==> src/rtl/nbit_addsub_seq_if.sv <==
// Request/response bundle for the sliced adder/subtractor/comparator.
// Master issues operations; slave returns the result and the flags.
interface nbit_addsub_seq_if #(
  parameter int unsigned N = 32
);
  logic         start;
  logic [2:0]   op;
  logic [N-1:0] a;
  logic [N-1:0] b;
  logic         c_in;
  logic         ready;
  logic         busy;
  logic         done;
  logic [N-1:0] result;
  logic         cry_flag;
  logic         zr_flag;
  logic         of_flag;
  logic         neg_flag;

  modport master (
    output start, op, a, b, c_in,
    input  ready, busy, done, result, cry_flag, zr_flag, of_flag, neg_flag
  );

  modport slave (
    input  start, op, a, b, c_in,
    output ready, busy, done, result, cry_flag, zr_flag, of_flag, neg_flag
  );
endinterface

==> src/rtl/nbit_addsub_seq.sv <==
// Multi-cycle N-bit add/sub/compare: processes W-bit slices LSB first, one per clock,
// so only a W-bit carry chain sits between registers.
module nbit_addsub_seq #(
  parameter int unsigned N = 32,
  parameter int unsigned W = 8
) (
  input  logic               clk,
  input  logic               rst,
  nbit_addsub_seq_if.slave   bus
);
  localparam int unsigned CHUNKS = N / W;
  localparam int unsigned KW     = (CHUNKS > 1) ? $clog2(CHUNKS) : 1;

  typedef enum logic [1:0] {S_IDLE, S_RUN, S_DONE} state_t;

  state_t        state;
  logic [N-1:0]  a_q;
  logic [N-1:0]  b_q;
  logic [N-1:0]  work;
  logic          a_msb;
  logic          b_msb;
  logic          carry;
  logic          zr_acc;
  logic          is_cmp;
  logic [KW-1:0] k;

  logic [W:0]    slice_sum;
  logic [N-1:0]  next_work;
  logic          slice_zero;
  logic          is_sub;
  logic          carry_init;

  // Operand shift registers always present the current slice in their low W bits.
  always_comb begin
    slice_sum  = {1'b0, a_q[W-1:0]} + {1'b0, b_q[W-1:0]} + (W+1)'(carry);
    slice_zero = ~|slice_sum[W-1:0];
  end

  // Sum slices enter at the top of the working register, so the result is aligned after the last one.
  generate
    if (CHUNKS == 1) begin : g_single
      assign next_work = slice_sum[W-1:0];
    end else begin : g_multi
      assign next_work = {slice_sum[W-1:0], work[N-1:W]};
    end
  endgenerate

  always_comb begin
    is_sub     = (bus.op == 3'd1) || (bus.op == 3'd3) || (bus.op == 3'd4);
    carry_init = 1'b0;
    case (bus.op)
      3'd1, 3'd4: carry_init = 1'b1;
      3'd2, 3'd3: carry_init = bus.c_in;
      default:    carry_init = 1'b0;
    endcase
  end

  always_ff @(posedge clk or posedge rst) begin
    if (rst) begin
      state        <= S_IDLE;
      a_q          <= '0;
      b_q          <= '0;
      work         <= '0;
      a_msb        <= 1'b0;
      b_msb        <= 1'b0;
      carry        <= 1'b0;
      zr_acc       <= 1'b0;
      is_cmp       <= 1'b0;
      k            <= '0;
      bus.ready    <= 1'b1;
      bus.busy     <= 1'b0;
      bus.done     <= 1'b0;
      bus.result   <= '0;
      bus.cry_flag <= 1'b0;
      bus.zr_flag  <= 1'b0;
      bus.of_flag  <= 1'b0;
      bus.neg_flag <= 1'b0;
    end else begin
      case (state)
        S_IDLE, S_DONE: begin
          bus.done <= 1'b0;
          if (bus.start) begin
            a_q       <= bus.a;
            b_q       <= is_sub ? ~bus.b : bus.b;
            a_msb     <= bus.a[N-1];
            b_msb     <= is_sub ? ~bus.b[N-1] : bus.b[N-1];
            carry     <= carry_init;
            zr_acc    <= 1'b1;
            is_cmp    <= (bus.op == 3'd4);
            k         <= '0;
            bus.ready <= 1'b0;
            bus.busy  <= 1'b1;
            state     <= S_RUN;
          end else begin
            state <= S_IDLE;
          end
        end
        S_RUN: begin
          a_q    <= a_q >> W;
          b_q    <= b_q >> W;
          work   <= next_work;
          carry  <= slice_sum[W];
          zr_acc <= zr_acc & slice_zero;
          k      <= KW'(k + 1'b1);
          if (k == KW'(CHUNKS - 1)) begin
            state        <= S_DONE;
            bus.done     <= 1'b1;
            bus.busy     <= 1'b0;
            bus.ready    <= 1'b1;
            bus.cry_flag <= slice_sum[W];
            bus.zr_flag  <= zr_acc & slice_zero;
            bus.neg_flag <= slice_sum[W-1];
            bus.of_flag  <= (a_msb == b_msb) && (slice_sum[W-1] != a_msb);
            if (!is_cmp) begin
              bus.result <= next_work;
            end
          end
        end
        default: state <= S_IDLE;
      endcase
    end
  end
endmodule
==> src/flat_wrapper.sv <==
// flat-port wrapper written by rule: the top's interface ports become plain ports
module nbit_addsub_seq_flat 
#(
  parameter int unsigned N = 32,
  parameter int unsigned W = 8
)
  (clk, rst, bus_start, bus_op, bus_a, bus_b, bus_c_in, bus_ready, bus_busy, bus_done, bus_result, bus_cry_flag, bus_zr_flag, bus_of_flag, bus_neg_flag);
  nbit_addsub_seq_if #(.N(N)) bus_i ();
  input  logic clk;
  input  logic rst;
  input wire logic [$bits(bus_i.start)-1:0] bus_start;
  input wire logic [$bits(bus_i.op)-1:0] bus_op;
  input wire logic [$bits(bus_i.a)-1:0] bus_a;
  input wire logic [$bits(bus_i.b)-1:0] bus_b;
  input wire logic [$bits(bus_i.c_in)-1:0] bus_c_in;
  output wire logic [$bits(bus_i.ready)-1:0] bus_ready;
  output wire logic [$bits(bus_i.busy)-1:0] bus_busy;
  output wire logic [$bits(bus_i.done)-1:0] bus_done;
  output wire logic [$bits(bus_i.result)-1:0] bus_result;
  output wire logic [$bits(bus_i.cry_flag)-1:0] bus_cry_flag;
  output wire logic [$bits(bus_i.zr_flag)-1:0] bus_zr_flag;
  output wire logic [$bits(bus_i.of_flag)-1:0] bus_of_flag;
  output wire logic [$bits(bus_i.neg_flag)-1:0] bus_neg_flag;
  assign bus_i.start = bus_start;
  assign bus_i.op = bus_op;
  assign bus_i.a = bus_a;
  assign bus_i.b = bus_b;
  assign bus_i.c_in = bus_c_in;
  assign bus_ready = bus_i.ready;
  assign bus_busy = bus_i.busy;
  assign bus_done = bus_i.done;
  assign bus_result = bus_i.result;
  assign bus_cry_flag = bus_i.cry_flag;
  assign bus_zr_flag = bus_i.zr_flag;
  assign bus_of_flag = bus_i.of_flag;
  assign bus_neg_flag = bus_i.neg_flag;
  nbit_addsub_seq #(.N(N), .W(W)) u_core (.clk(clk), .rst(rst), .bus(bus_i));
endmodule
==> config.mk <==
export PLATFORM = sky130hd
export DESIGN_NAME = nbit_addsub_seq_flat
export DESIGN_NICKNAME = d
export VERILOG_FILES = /design/src/rtl/nbit_addsub_seq_if.sv /design/src/rtl/nbit_addsub_seq.sv /design/src/flat_wrapper.sv
export SDC_FILE = /design/constraint.sdc
export NUM_CORES = 1
export LEC_CHECK = 0
export ABC_CLOCK_PERIOD_IN_PS = 4000
export CORE_MARGIN = 2
export CORE_UTILIZATION = 47
export DETAILED_ROUTE_END_ITERATION = 12
export HOLD_SLACK_MARGIN = 0.12
export PLACE_DENSITY = 0.84
export SYNTH_ARGS = -nofsm -noshare
export SYNTH_HDL_FRONTEND = slang
export SYNTH_SLANG_ARGS = --single-unit
==> constraint.sdc <==
create_clock -name clk -period 4 [get_ports clk]
set_clock_uncertainty 0.2 [all_clocks]
set_input_delay 0.4 -clock clk [delete_from_list [all_inputs] [get_ports clk]]
set_output_delay 0.4 -clock clk [all_outputs]
set_load 0.01 [all_outputs]
==> impl_metrics.json, run 1 <==
{
  "status": "finished clean",
  "crit_fanout": 3,
  "syn_area_per_cell_um2": 9.85,
  "antenna_found_initial": 0,
  "ys_warn_count": 0,
  "post-route-period-util": 0.733,
  "ant_nets": 0,
  "drt_first_iter_violations": 371,
  "use_met1": 0.290,
  "path_clk_slew_ns": 0.06,
  "wirelength_um": 13400,
  "nFillCells": 948,
  "io_pins": 110,
  "synth_edf_count": 0,
  "grt_max_degree": 53,
  "hp-class": "reg2reg",
  "clk_latency_ns": 0.41,
  "start_util": 0.484,
  "r2r-start": "u_core.carry",
  "drive_gt1_frac": 0.0765,
  "post_cts_buffers": 0,
  "hpwl_um": 8960,
  "die_h_um": 115,
  "grt_use_total": 0.216,
  "cts.repair.resized": 0,
  "grt_pass1_vias": 4638,
  "clock_sinks": 136,
  "drv_cap": 0,
  "final_net_count": 774,
  "synth_area_um2": 5840,
  "ir_worst_vdd_mv": 0.408,
  "period_minus_slack_ns": 2.93,
  "p_leak_nw": 3.61,
  "cts_buffers": 17,
  "hold-path-cell-count": 2,
  "synthFlopType": "dfrtp_1",
  "grt_overflow": 0,
  "worst_pin_slew_ns": 1.15,
  "fp.dieW_um": 115,
  "busiest_layer": "met2",
  "synthTopCellsByArea": "dfrtp_1 (58%), nand2_1 (14%), a22oi_1 (6.3%), xor2_1 (4.8%), o21ai_0 (4.5%)",
  "powerDensity_nw_per_um2": 844,
  "arrival_ns": 3.02,
  "yosysSeqAreaShare": 0.583,
  "reg2reg_slack_ns": 1.07,
  "clock-root-buffer": "clkbuf_16",
  "hold_viol": 0,
  "hold_end": "u_core.bus.ready",
  "wire_per_inst_um": 15.3,
  "reg2reg_to": "u_core.bus.zr_flag",
  "clockBufferDepth": 2,
  "cts_tree": "yes",
  "tns_ns": 0,
  "gp_congestion": 0.776,
  "crit_path_end_kind": "register",
  "n_antenna_cell": 0,
  "yosysTopAreaCellShare": 0.579,
  "syn_nets": 674,
  "worstPathRequired_ns": 4.09,
  "dieArea_um2": 13300,
  "netlist_instances": 593,
  "hp-start": "u_core.bus.ready",
  "area_delta_synth_final_pct": 31.8,
  "avgViaCountPerCell": 5.28,
  "slew_headroom": 0.234,
  "grtUsageMet2": 0.346,
  "place_ws_ns": 1.08,
  "yosysTopAreaCell": "dfrtp_1",
  "max_clock_freq_ghz": 0.341,
  "ys_types": 37,
  "async_flop_share": 1.00,
  "synth-seq-cells": 136,
  "post-route-worst-setup-slack_ns": 1.07,
  "io_buffers": 109,
  "dr_total_vias": 4619,
  "dr.pass1.iters": 4,
  "finalSetupViolations": 0,
  "critPathLaunchType": "register",
  "cts_hold_buf": 0,
  "rows": 40,
  "core-area_um2": 12100,
  "drc": 0,
  "rsz0062_at_grt": "no",
  "htree_levels": 4,
  "grt.met3_usage": 0.0544,
  "reg2reg_depth": 8,
  "grt_pass1_wl_um": 22500,
  "drv_slew": 0,
  "critPathKind": "reg2reg"
}
[flip-flops by register name, summed over array words and instances, names as in the netlist]
register,cells
u_core.bus.of_flag,1
u_core.bus.zr_flag,1
u_core.zr_acc,1
u_core.bus.cry_flag,1
u_core.b_q,32
u_core.a_msb,1
u_core.bus.done,1
u_core.is_cmp,1
u_core.bus.result,32
u_core.k,2
u_core.work,24
u_core.bus.busy,1
u_core.bus.neg_flag,1
u_core.b_msb,1
u_core.state,2
u_core.bus.ready,1
u_core.a_q,32
u_core.carry,1
[where the power goes]
group / switching (mW) / internal, mW / total (mW)
Combinational: 1.47 / 1.09 / 2.57
Sequential: 0.396 / 2.01 / 2.40
Clock: 0.600 / 0.922 / 1.52
Total: 2.47 / 4.02 / 6.49
[synthesized netlist by cell type, types with 2 or more instances]
cell / number
dfrtp_1: 135
buf_1: 3
xor2_1: 32
mux2i_1: 2
nand2_1: 218
a21oi_1: 6
nor2_1: 8
buf_2: 8
xnor2_1: 6
inv_1: 6
nor2b_1: 2
clkbuf_1: 25
ha_1: 8
fa_1: 2
o21ai_0: 53
nand2b_1: 2
o21bai_1: 2
a22o_1: 8
a22oi_1: 49
[layout make-up]
class | instances | area, um2 | share of cell area
Sequential cell | 136 | 3400 | 0.443
Inverter | 6 | 26.3 | 0.00342
Clock buffer | 18 | 429 | 0.0558
Multi-Input combinational cell | 415 | 2300 | 0.298
Tap cell | 168 | 210 | 0.0273
Clock inverter | 14 | 150 | 0.0195
Timing Repair Buffer | 117 | 1180 | 0.153
[critical path, stage by stage (launching register included)]
cell,delay [ns]
dfrtp_1,0.40
fa_1,0.48
fa_1,0.47
a21oi_1,0.21
o21ai_0,0.12
a21oi_1,0.27
xnor2_1,0.14
and4_2,0.26
mux2_2,0.26
[metrics by stage]
stage	std cells	total power [mW]	hold WS, ns	utilization	instance area [um2]
after floorplan	593	3.97	0.239	-	5840
after global placement	842	4.81	0.251	0.590	7110
after detailed placement	842	4.95	0.257	0.590	7110
after CTS	874	6.52	0.269	0.638	7690
after global routing	874	6.96	0.284	0.638	7690
final	874	6.49	0.262	0.638	7690
[placed cells by master (no fill, tap or decap), types with 2 or more instances in the layout]
cell and n:
nand2_1 218, dfrtp_1 135, clkdlybuf4s50_1 109, o21ai_0 53
a22oi_1 49, xor2_1 32, clkbuf_16 17, a22o_1 8
ha_1 8, nor2_1 7, xnor2_1 6, a21oi_1 6
buf_4 6, inv_1 5, clkinvlp_4 4, clkinv_2 3
clkinv_4 3, inv_6 3, nand2b_1 2, o21bai_1 2
fa_1 2, bufinv_16 2, buf_12 2
[logic make-up (layout without fill, tap and decap cells)]
group,count (synthesis),in the layout,share of synthesized area
buffers and inverters,42,155,0.0287
XOR/XNOR,38,38,0.0570
adder cells (fa/ha/maj),10,10,0.0240
flip-flops,136,136,0.583
AO/OA/AOI/OAI,124,124,0.139
AND/OR/NAND/NOR,240,240,0.162
multiplexers,3,3,0.00536
[layer usage]
layer,up-vias,wire length (um)
li1,2179,-
met1,2270,5640
met2,154,6720
met3,16,792
met4,0,209
met5,-,0
[how the worst max path moves through the flow]
stage / start / to / slack, ns / cells after the start
4_1_cts: u_core.carry / u_core.bus.zr_flag / 1.08 / 8
6_report: u_core.carry / u_core.bus.zr_flag / 1.07 / 8
2_1_floorplan: u_core.carry / u_core.bus.zr_flag / 1.30 / 8
3_3_place_gp: u_core.carry / u_core.bus.zr_flag / 1.21 / 8
3_5_place_dp: u_core.carry / u_core.bus.zr_flag / 1.08 / 8
5_1_grt: u_core.carry / u_core.bus.zr_flag / 0.90 / 8
(Power assumes the default switching activity.)
==> run 2: changes to the inputs <==
- ABC_CLOCK_PERIOD_IN_PS: 4000 -> 2570
- clock period: 4 -> 2.57 ns (I/O delays scaled with it)
==> impl_metrics.json, run 2 (synthesis results as in run 1) <==
{
  "critPathMaxStageDelay_ns": 0.44,
  "drive_gt1_frac": 0.102,
  "wire_per_inst_um": 15.9,
  "drt_first_iter_violations": 472,
  "cpMaxStageDelayCell": "fa_2",
  "place_ws_ns": -0.0914,
  "cts_hold_buf": 0,
  "stdcell_count": 887,
  "dr_total_vias": 4762,
  "grt_use_total": 0.228,
  "p_total_mw": 10.8,
  "drv_cap": 0,
  "ant_nets": 0,
  "final_common_cell": "nand2_1",
  "reg2reg_to": "u_core.bus.zr_flag",
  "start_util": 0.484,
  "post-route-period-util": 1.02,
  "path_cells": "fa_2 -> fa_2 -> a21oi_2 -> o21ai_2 -> a21oi_2 -> xnor2_1 -> and4_4 -> mux2_4",
  "die_h_um": 115,
  "htree_levels": 4,
  "clockBufferDepth": 2,
  "clk_latency_ns": 0.41,
  "crit_fanout": 2,
  "tns_ns": -0.123,
  "p_leak_nw": 3.71,
  "grt_pass1_vias": 4833,
  "grt_max_degree": 96,
  "worstPathRequired_ns": 2.66,
  "reg2reg_depth": 8,
  "ir_worst_vdd_mv": 0.648,
  "place_area_um2": 7190,
  "violations": "setup timing",
  "final_net_count": 787,
  "arrival_ns": 2.71,
  "core-area_um2": 12100,
  "max_clock_freq_ghz": 0.383,
  "dieArea_um2": 13300,
  "rsz0062_at_grt": "yes",
  "grt_overflow": 0,
  "cts_buffers": 17,
  "clock_sinks": 136,
  "critPathKind": "reg2reg",
  "io_pins": 110,
  "rows": 40,
  "powerDensity_nw_per_um2": 1370,
  "grt_pass1_wl_um": 23600,
  "clock-root-buffer": "clkbuf_16",
  "path_clk_slew_ns": 0.06,
  "crit_path_end_kind": "register",
  "hpwl_um": 9040,
  "worst_pin_slew_ns": 0.929,
  "period_minus_slack_ns": 2.61,
  "drv_slew": 0,
  "status": "complete, but fails checks",
  "wirelength_um": 14100,
  "io_buffers": 109,
  "area_delta_synth_final_pct": 35.4,
  "fp.dieW_um": 115,
  "slew_headroom": 0.381,
  "hp-class": "in2async",
  "gp_congestion": 0.818,
  "cts_tree": "yes",
  "fin_area_um2": 7900,
  "critPathLaunchType": "register",
  "reg2reg_slack_ns": -0.04,
  "antenna_found_initial": 0,
  "hold_viol": 0,
  "n_antenna_cell": 0,
  "post-route-worst-setup-slack_ns": -0.0429,
  "avgViaCountPerCell": 5.37,
  "finalSetupViolations": 4,
  "dp_cells": 850,
  "top_regs": "u_core.a_q (32), u_core.b_q (32), u_core.bus.result (32)",
  "dr.pass1.iters": 5,
  "drc": 0,
  "mostFrequentLayoutCells": "nand2_1 (218), dfrtp_1 (135), clkdlybuf4s50_1 (109)",
  "r2r-start": "u_core.carry"
}
run 2: cell type report:
| type | instances | area, um2 |
|---|---|---|
| Clock buffer | 24 | 472 |
| Clock inverter | 8 | 120 |
| Tap cell | 168 | 210 |
| Fill cell | 902 | 4160 |
| Sequential cell | 136 | 3400 |
| Timing Repair Buffer | 130 | 1290 |
| Inverter | 6 | 26.3 |
| Multi-Input combinational cell | 415 | 2380 |
run 2: worst max-delay path by stage:
stage                  startpoint                  to  slack, ns  depth (start not counted)
floorplan            u_core.carry  u_core.bus.zr_flag       0.04                          8
global placement     u_core.carry  u_core.bus.zr_flag     -0.006                          8
CTS                 u_core.a_q[0]  u_core.bus.of_flag      -0.02                          8
finish               u_core.carry  u_core.bus.zr_flag      -0.04                          8
global route         u_core.carry       u_core.zr_acc      -0.13                          8
detailed placement   u_core.carry       u_core.zr_acc      -0.09                          8
run 2: layer usage:
layer,track usage,up-vias,wire length (um)
met1,0.297,2313,5680
met5,0,-,0
li1,-,2206,-
met2,0.359,207,7110
met4,0.102,0,387
met3,0.0617,36,903
run 2: where the power goes:
| part | switching, mW | internal, mW | total [mW] |
|---|---|---|---|
| sequential | 0.647 | 3.13 | 3.77 |
| combinational | 2.54 | 2.10 | 4.64 |
| clock | 0.850 | 1.57 | 2.42 |
run 2: metrics by stage:
step            util  hold WS [ns]
2_1_floorplan      -         0.181
3_3_place_gp   0.596         0.254
3_5_place_dp   0.596         0.259
4_1_cts        0.651         0.180
5_1_grt        0.655         0.202
6_report       0.655         0.161
run 2: timing repair:
item | in CTS | in global routing
buffers inserted | 4 | 1
pin swaps | 5 | 10
resized for setup | 8 | 9
setup endpoints to repair | 3 | 7
endpoints found under the hold margin | 0 | 0
run 2: worst max-delay path: cells and delay by family (launching register included):
| kind | cells | cell delay [ns] |
|---|---|---|
| simple gates | 1 | 0.20 |
| flops | 1 | 0.40 |
| fa+ha+maj | 2 | 0.84 |
| mux | 1 | 0.26 |
| compound gates | 3 | 0.46 |
| xor+xnor | 1 | 0.14 |
==> run 3: changes to the inputs <==
- ABC_AREA: not set -> 0
- CTS_CLUSTER_DIAMETER: not set -> 150
==> results of run 3 <==
Final layout, timing and power as in run 2 (identical DEF).
